**src/rtl/byte_receiver.sv**
```systemverilog
// byte_receiver: serial-to-parallel word receiver, MSB first.
// A shift register collects bits; each completed word is handed to a
// separate holding register (out/valid) so reception never stalls while
// the consumer has not yet acknowledged. A word that completes while the
// holding register is still occupied and not being acknowledged is dropped
// and recorded in the sticky overrun flag.
module byte_receiver #(
    parameter int WIDTH = 32
) (
    input  logic             clk,
    input  logic             reset,
    input  logic             enable,
    input  logic             in,
    input  logic             sync,
    input  logic             ack,
    output logic [WIDTH-1:0] out,
    output logic             valid,
    output logic [5:0]       bit_count,
    output logic             overrun
);

    localparam logic [5:0] LAST_BIT = 6'(WIDTH - 1);

    logic [WIDTH-1:0] shift_q, shift_d;
    logic [5:0]       cnt_q, cnt_d;
    logic [WIDTH-1:0] out_q, out_d;
    logic             valid_q, valid_d;
    logic             overrun_q, overrun_d;

    // Word as it would look with the current input bit shifted in at bit 0.
    logic [WIDTH-1:0] shifted;
    logic             complete;

    assign shifted = {shift_q[WIDTH-2:0], in};

    // Collection side: sync wins over enable; the WIDTH-th bit completes the word.
    always_comb begin
        shift_d  = shift_q;
        cnt_d    = cnt_q;
        complete = 1'b0;
        if (sync) begin
            shift_d = '0;
            cnt_d   = '0;
        end else if (enable) begin
            if (cnt_q == LAST_BIT) begin
                // Completed word leaves through 'shifted'; start the next one clean.
                shift_d  = '0;
                cnt_d    = '0;
                complete = 1'b1;
            end else begin
                shift_d = shifted;
                cnt_d   = cnt_q + 6'd1;
            end
        end
    end

    // Holding side: hand-off of completed words, ack handling and overrun.
    always_comb begin
        out_d     = out_q;
        valid_d   = valid_q;
        overrun_d = overrun_q;
        if (complete) begin
            if (!valid_q) begin
                out_d   = shifted;
                valid_d = 1'b1;
            end else if (ack) begin
                // Old word consumed on this very edge, so the new one fits.
                out_d     = shifted;
                valid_d   = 1'b1;
                overrun_d = 1'b0;
            end else begin
                // Holding register busy: keep the old word, drop the new one.
                overrun_d = 1'b1;
            end
        end else if (ack && valid_q) begin
            valid_d   = 1'b0;
            overrun_d = 1'b0;
        end
    end

    // State registers with immediate (asynchronous) clear.
    always_ff @(posedge clk or posedge reset) begin
        if (reset) begin
            shift_q   <= '0;
            cnt_q     <= '0;
            out_q     <= '0;
            valid_q   <= 1'b0;
            overrun_q <= 1'b0;
        end else begin
            shift_q   <= shift_d;
            cnt_q     <= cnt_d;
            out_q     <= out_d;
            valid_q   <= valid_d;
            overrun_q <= overrun_d;
        end
    end

    assign out       = out_q;
    assign valid     = valid_q;
    assign bit_count = cnt_q;
    assign overrun   = overrun_q;

endmodule

```
**config.mk**
```make
export PLATFORM = sky130hd
export DESIGN_NAME = byte_receiver
export DESIGN_NICKNAME = d
export VERILOG_FILES = /design/src/rtl/byte_receiver.sv
export SDC_FILE = /design/constraint.sdc
export NUM_CORES = 1
export LEC_CHECK = 0
export CAP_MARGIN = 30
export CORE_MARGIN = 5
export CORE_UTILIZATION = 40
export DETAILED_ROUTE_END_ITERATION = 12
export HOLD_SLACK_MARGIN = 0.15
export PLACE_DENSITY = 0.68
export SETUP_SLACK_MARGIN = 0.5
export SLEW_MARGIN = 30
export SYNTH_ARGS = -nofsm -noshare
export SYNTH_HDL_FRONTEND = slang
export SYNTH_SLANG_ARGS = --single-unit
export TNS_END_PERCENT = 5
```
**constraint.sdc**
```tcl
create_clock -name clk -period 2.17 [get_ports clk]
set_input_delay 0.434 -clock clk [delete_from_list [all_inputs] [get_ports clk]]
set_output_delay 0.434 -clock clk [all_outputs]
set_load 0.05 [all_outputs]
```
======== Word-level counts from Yosys, hierarchy flattened ========
Cells that the tools add are included.
storage, ports and cells
  bits in registers ....................... 71
  bits in latches ......................... 0
  RAM bits ................................ 0
  ROM bits ................................ 0
  input bits .............................. 6
  output and inout bits ................... 40
  logic and storage cells ................. 30
  memories ................................ 0
cells by class
  $add $sub $neg .......................... 1
  multipliers ............................. 0
  div/mod/pow operators ................... 0
  magnitude comparators ................... 0
  equality and inequality tests ........... 3
  shift-type cells ........................ 0
  multiplexer cells ....................... 16
  bitwise logic cells ..................... 0
  reductions and logical operators ........ 5
operators by type and width
  operator               number
  $mux W31               3
  $mux W32               2
  $mux W6                3
  $mux W1                8
  $add A6 B1 Y6 const B  1
  $eq A6 B5 Y1 const B   1
  $ne A2 B2 Y1 const B   2
  $reduce_and A2 Y1      2
  $reduce_bool A2 Y1     2
  $logic_and A1 B1 Y1    1

======== Longest topological paths before layout ========
  depth after elaboration ................. 6
  gate-level depth with buffers ........... 5
  depth with buffers taken out ............ 4

======== Worst setup path after synthesis ========
OpenSTA, ideal clock, no wires.
  kind .................................... flip-flop to flip-flop
  from .................................... register cnt_q[0], in the netlist bit_count[0]
  to ...................................... register out_q[0], in the netlist out[0]
  setup time .............................. 0.125 ns
  arrival ................................. 2.072 ns
  data required time ...................... 2.045 ns
  setup slack ............................. -0.027 ns
  stages on the path, launching flop included .. 6
  buffers on the path ..................... 1
  period minus slack after synthesis ...... 2.197 ns
  path through ............................ dfrtp_1 > ha_1 > nand2_1 > a2111oi_4 > buf_6 > mux2_2
between the ends
  word-level cells in the longest chain between the ends .. 5
ends and longest elaborated chain
  element                             RTL line  source
  start: declaration                  25        logic [5:0] cnt_q, cnt_d;
  start signal: assignment            91        cnt_q <= cnt_d;
  $eq A6 B5 Y1                        45        if (cnt_q == LAST_BIT) begin
  $mux W1                             45
  $mux W1                             44        end else if (enable) begin
  $mux W1                             41        if (sync) begin
  $reduce_and A2 Y1 (no source line)  n/a
  end signal: assignment              92        out_q <= out_d;
  end: declaration                    26        logic [WIDTH-1:0] out_q, out_d;
Every way passes these cells.
A chain may end at the register's enable or synchronous reset.

======== Final worst setup path ========
  from .................................... input port ack
  to ...................................... register out_q[10], in the netlist out[10]
between the ends
  word-level cells in the longest chain between the ends .. 2
ends and longest elaborated chain
  element                             RTL line  source
  start: declaration                  15        input logic ack,
  $ne A2 B2 Y1 (no source line)       n/a
  $reduce_and A2 Y1 (no source line)  n/a
Every way passes these cells.

==> impl_metrics.env <==
export IMPL_vias=1875
export IMPL_syn_to_final_growth_pct=35.64
export IMPL_worstHoldPathType="in2async"
export IMPL_postSynth_asyncResetShare=1.000
export IMPL_crit_path_max_fanout=8
export IMPL_clock_root_buffer="sky130_fd_sc_hd__clkbuf_8"
export IMPL_total_leakage_power_nw=1.910
export IMPL_first_pass_grt_wire_length_um=9680
export IMPL_postSynthCellCount=213
export IMPL_worst_path_max_delay_cell="sky130_fd_sc_hd__clkdlybuf4s50_1"
export IMPL_timing_critical_path_from="ack"
export IMPL_synth_seq_area_share=0.6264
export IMPL_synth_top_area_frac=0.6264
export IMPL_outcome="finished clean"
export IMPL_post_route_cell_area_um2=3847
export IMPL_fin_nets=279
export IMPL_layout_setup_ws_ns=0.3718
export IMPL_regToRegSetupSlack_ns=0.38
export IMPL_r2r_start="bit_count[0]"
export IMPL_die_area_um2=8876
export IMPL_worstSetupStartpointType="input pin"
export IMPL_synthesis_area_per_instance_um2=13.32
export IMPL_synthDominantAreaCellType="sky130_fd_sc_hd__dfrtp_1"
export IMPL_grtUsageTotal=0.1429
export IMPL_timing_critical_path_to="out[10]"
export IMPL_synthesis_nets=220
export IMPL_port_buffer_count=45
export IMPL_worstSetupPathType="in2reg"
export IMPL_grt_pass1_vias=1934
export IMPL_syn_cell_area_um2=2836
export IMPL_core_area_um2=6832
export IMPL_clk_pin_slew_worst_paths_ns=0.08
export IMPL_synthesis_yosys_warnings=0
export IMPL_wl_um=5860
export IMPL_diodes=0
export IMPL_r2r_end="out[10]"
export IMPL_cp_arrival_ns=2.03
export IMPL_ys_dominant_reg_cell="sky130_fd_sc_hd__dfrtp_1"
export IMPL_clock_period_minus_worst_slack_ns=1.798
export IMPL_power_density_nw_per_um2=671.2
export IMPL_globalRoute_totalOverflow=0
export IMPL_synth_top_cells_by_count="sky130_fd_sc_hd__dfrtp_1 (71), sky130_fd_sc_hd__nand2b_1 (31), sky130_fd_sc_hd__mux2_2 (30)"
export IMPL_hold_viol=0
export IMPL_netlist_top_cells_area="sky130_fd_sc_hd__dfrtp_1 (63%), sky130_fd_sc_hd__mux2_2 (12%), sky130_fd_sc_hd__nand2b_1 (6.8%)"
export IMPL_n_fill_cell=574
export IMPL_met3_length_um=212
export IMPL_num_io_pins=46
export IMPL_cts_tree="done"
export IMPL_drc_errors=0
export IMPL_drtAntennaViolNets=0
export IMPL_post_drt_via_cell_ratio=5.027
export IMPL_grt_max_degree=41
export IMPL_end_kind="flip-flop"
export IMPL_proportion_of_layout_cells_with_a_drive_suffix_above_1=0.2816
export IMPL_count_of_final_setup_violators=0
export IMPL_die_w_um=94.21
export IMPL_detailedRoute_firstPassIterationCount=4
export IMPL_min_period_over_period=0.8287
export IMPL_total_count_of_max_transition_violations_in_the_final_report=0
export IMPL_post_drt_wl_per_cell_um=15.71
export IMPL_ys_seq_elements=71
export IMPL_worst_endpoint_required_ns=2.40
export IMPL_total_power_mw=2.582
export IMPL_dp_hpwl_um=3546
export IMPL_cts_sinks=71
export IMPL_number_of_max_cap_violations=0
export IMPL_finClkSkew_ns=0.007142
export IMPL_route_layer_met1_wl_um=2910
export IMPL_cts_hold_buf=0
export IMPL_ctsLongestPathBuffers=2
export IMPL_r2r_worst_path_cells=6
export IMPL_yosysMostFrequentCell="sky130_fd_sc_hd__dfrtp_1"
export IMPL_grt_antenna_before_repair=0
export IMPL_tightestPinTransition_ns=0.4970
export IMPL_rows=30
export IMPL_numCtsBuffers=9
export IMPL_routed_wl_met2_um=2622
export IMPL_timing_fmax_mhz=556.1
export IMPL_path_cells="clkdlybuf4s50_1, inv_1, a2111oi_4, buf_6, buf_12, mux2_4"
export IMPL_floorplan_initialDensity=0.4152
export IMPL_synth_enable_flop_cells=0
export IMPL_htree_levels=3
export IMPL_grt_setup_unrepaired="yes"
export IMPL_globalplace_congestion=0.6975
export IMPL_dieHeight_um=94.21
export IMPL_cp_top_family="buffers and inverters"
export IMPL_drt_iter0_drc=71
export IMPL_placement_setup_worst_slack_ns=0.03200
export IMPL_ys_types=25
export IMPL_vdd_ir_drop_worst_mv=0.4015
export IMPL_top_layer="met4"
export IMPL_crit_cells=6
export IMPL_worstPathBufferInverterCount=4
export IMPL_clk_insertion_delay_late_ns=0.35
export IMPL_slowest_delay_ns=0.51
export IMPL_relSlewSlack=0.6700
export IMPL_placed_cell_area_um2=3432
flip-flops by register name, summed over array words and instances (netlist names):
signal,cells
valid,1
bit_count,6
overrun,1
out,32
shift_q,31
cell type report:
type / instances / area, um^2 / share of cell area
multi-input cells: 123 / 1087 / 0.2826
flip-flops and latches: 71 / 1782 / 0.4631
repair buffers: 62 / 619.3 / 0.1610
clock inverters: 4 / 51.30 / 0.01333
well taps: 96 / 120.1 / 0.03122
inverters: 5 / 22.52 / 0.005854
clock buffers: 12 / 165.2 / 0.04293
through the flow:
stage / TNS, ns / util / cells / hold WS [ns]
floorplan: -0.7733 / - / 213 / 0.4444
global route: 0 / 0.5632 / 373 / 0.4613
CTS: 0 / 0.5375 / 370 / 0.4401
detailed placement: 0 / 0.5024 / 349 / 0.4792
finish: 0 / 0.5632 / 373 / 0.4444
global placement: 0 / 0.5024 / 349 / 0.4654
cells by family (layout without fill, tap and decap cells):
| family | Yosys count | count (layout) | synth area share |
|---|---|---|---|
| buffers and inverters | 19 | 83 | 0.03308 |
| XOR/XNOR | 3 | 3 | 0.009265 |
| AO/OA/AOI/OAI | 39 | 39 | 0.09352 |
| multiplexers | 33 | 33 | 0.1306 |
| AND/OR/NAND/NOR | 47 | 47 | 0.1028 |
| adder cells (fa/ha/maj) | 1 | 1 | 0.004410 |
| flip-flops | 71 | 71 | 0.6264 |
placed cells by master, fill, tap and decap left out, types with 3 or more instances in the layout:
master,count
sky130_fd_sc_hd__dfrtp_1,67
sky130_fd_sc_hd__dlygate4sd2_1,35
sky130_fd_sc_hd__nand2b_1,31
sky130_fd_sc_hd__o22ai_1,29
sky130_fd_sc_hd__mux2_4,26
sky130_fd_sc_hd__clkbuf_8,12
sky130_fd_sc_hd__buf_4,9
sky130_fd_sc_hd__mux2_2,5
sky130_fd_sc_hd__nor2_1,5
sky130_fd_sc_hd__buf_12,5
sky130_fd_sc_hd__inv_1,4
sky130_fd_sc_hd__dfrtp_2,4
sky130_fd_sc_hd__clkdlybuf4s50_1,4
sky130_fd_sc_hd__clkdlybuf4s15_2,4
sky130_fd_sc_hd__o21ai_0,3
sky130_fd_sc_hd__xor2_1,3
metal layers:
metal / track usage / vias up
li1: - / 877
met1: 0.1954 / 948
met2: 0.2098 / 42
met3: 0.03766 / 8
met4: 0.06859 / 0
met5: 0 / -
where the power goes:
part | total, mW | internal (mW) | switching (mW)
registers | 1.33 | 1.33 | 0.00567
clock network | 1.12 | 0.627 | 0.496
logic | 0.126 | 0.0466 | 0.0797
total | 2.58 | 2.00 | 0.581
worst reg2reg max path, cell delays in order (launching register included):
cell	delay, ns
sky130_fd_sc_hd__dfrtp_2	0.41
sky130_fd_sc_hd__ha_4	0.17
sky130_fd_sc_hd__nand2_4	0.06
sky130_fd_sc_hd__a2111oi_4	0.39
sky130_fd_sc_hd__buf_6	0.19
sky130_fd_sc_hd__buf_12	0.14
sky130_fd_sc_hd__mux2_4	0.31
timing repair:
| action | CTS | global route |
|---|---|---|
| pin swaps | 2 | 2 |
| endpoints found under the setup margin | 73 | 97 |
| setup buffers | 3 | 3 |
| gates cloned | 2 | 0 |
| endpoints found under the hold margin | 0 | 0 |
| gates resized for setup | 57 | 42 |
worst min path at each step:
stage	cells past startpoint	startpoint	slack (ns)	to
after floorplan	2	shift_q[30]	0.44	shift_q[30]
after global placement	1	out[28]	0.47	out[28]
after detailed placement	1	out[28]	0.48	out[28]
after CTS	2	reset	0.44	out[27]
after global routing	2	reset	0.46	out[29]
final	2	reset	0.44	out[29]
No activity file was read; power rests on OpenSTA's default activity.
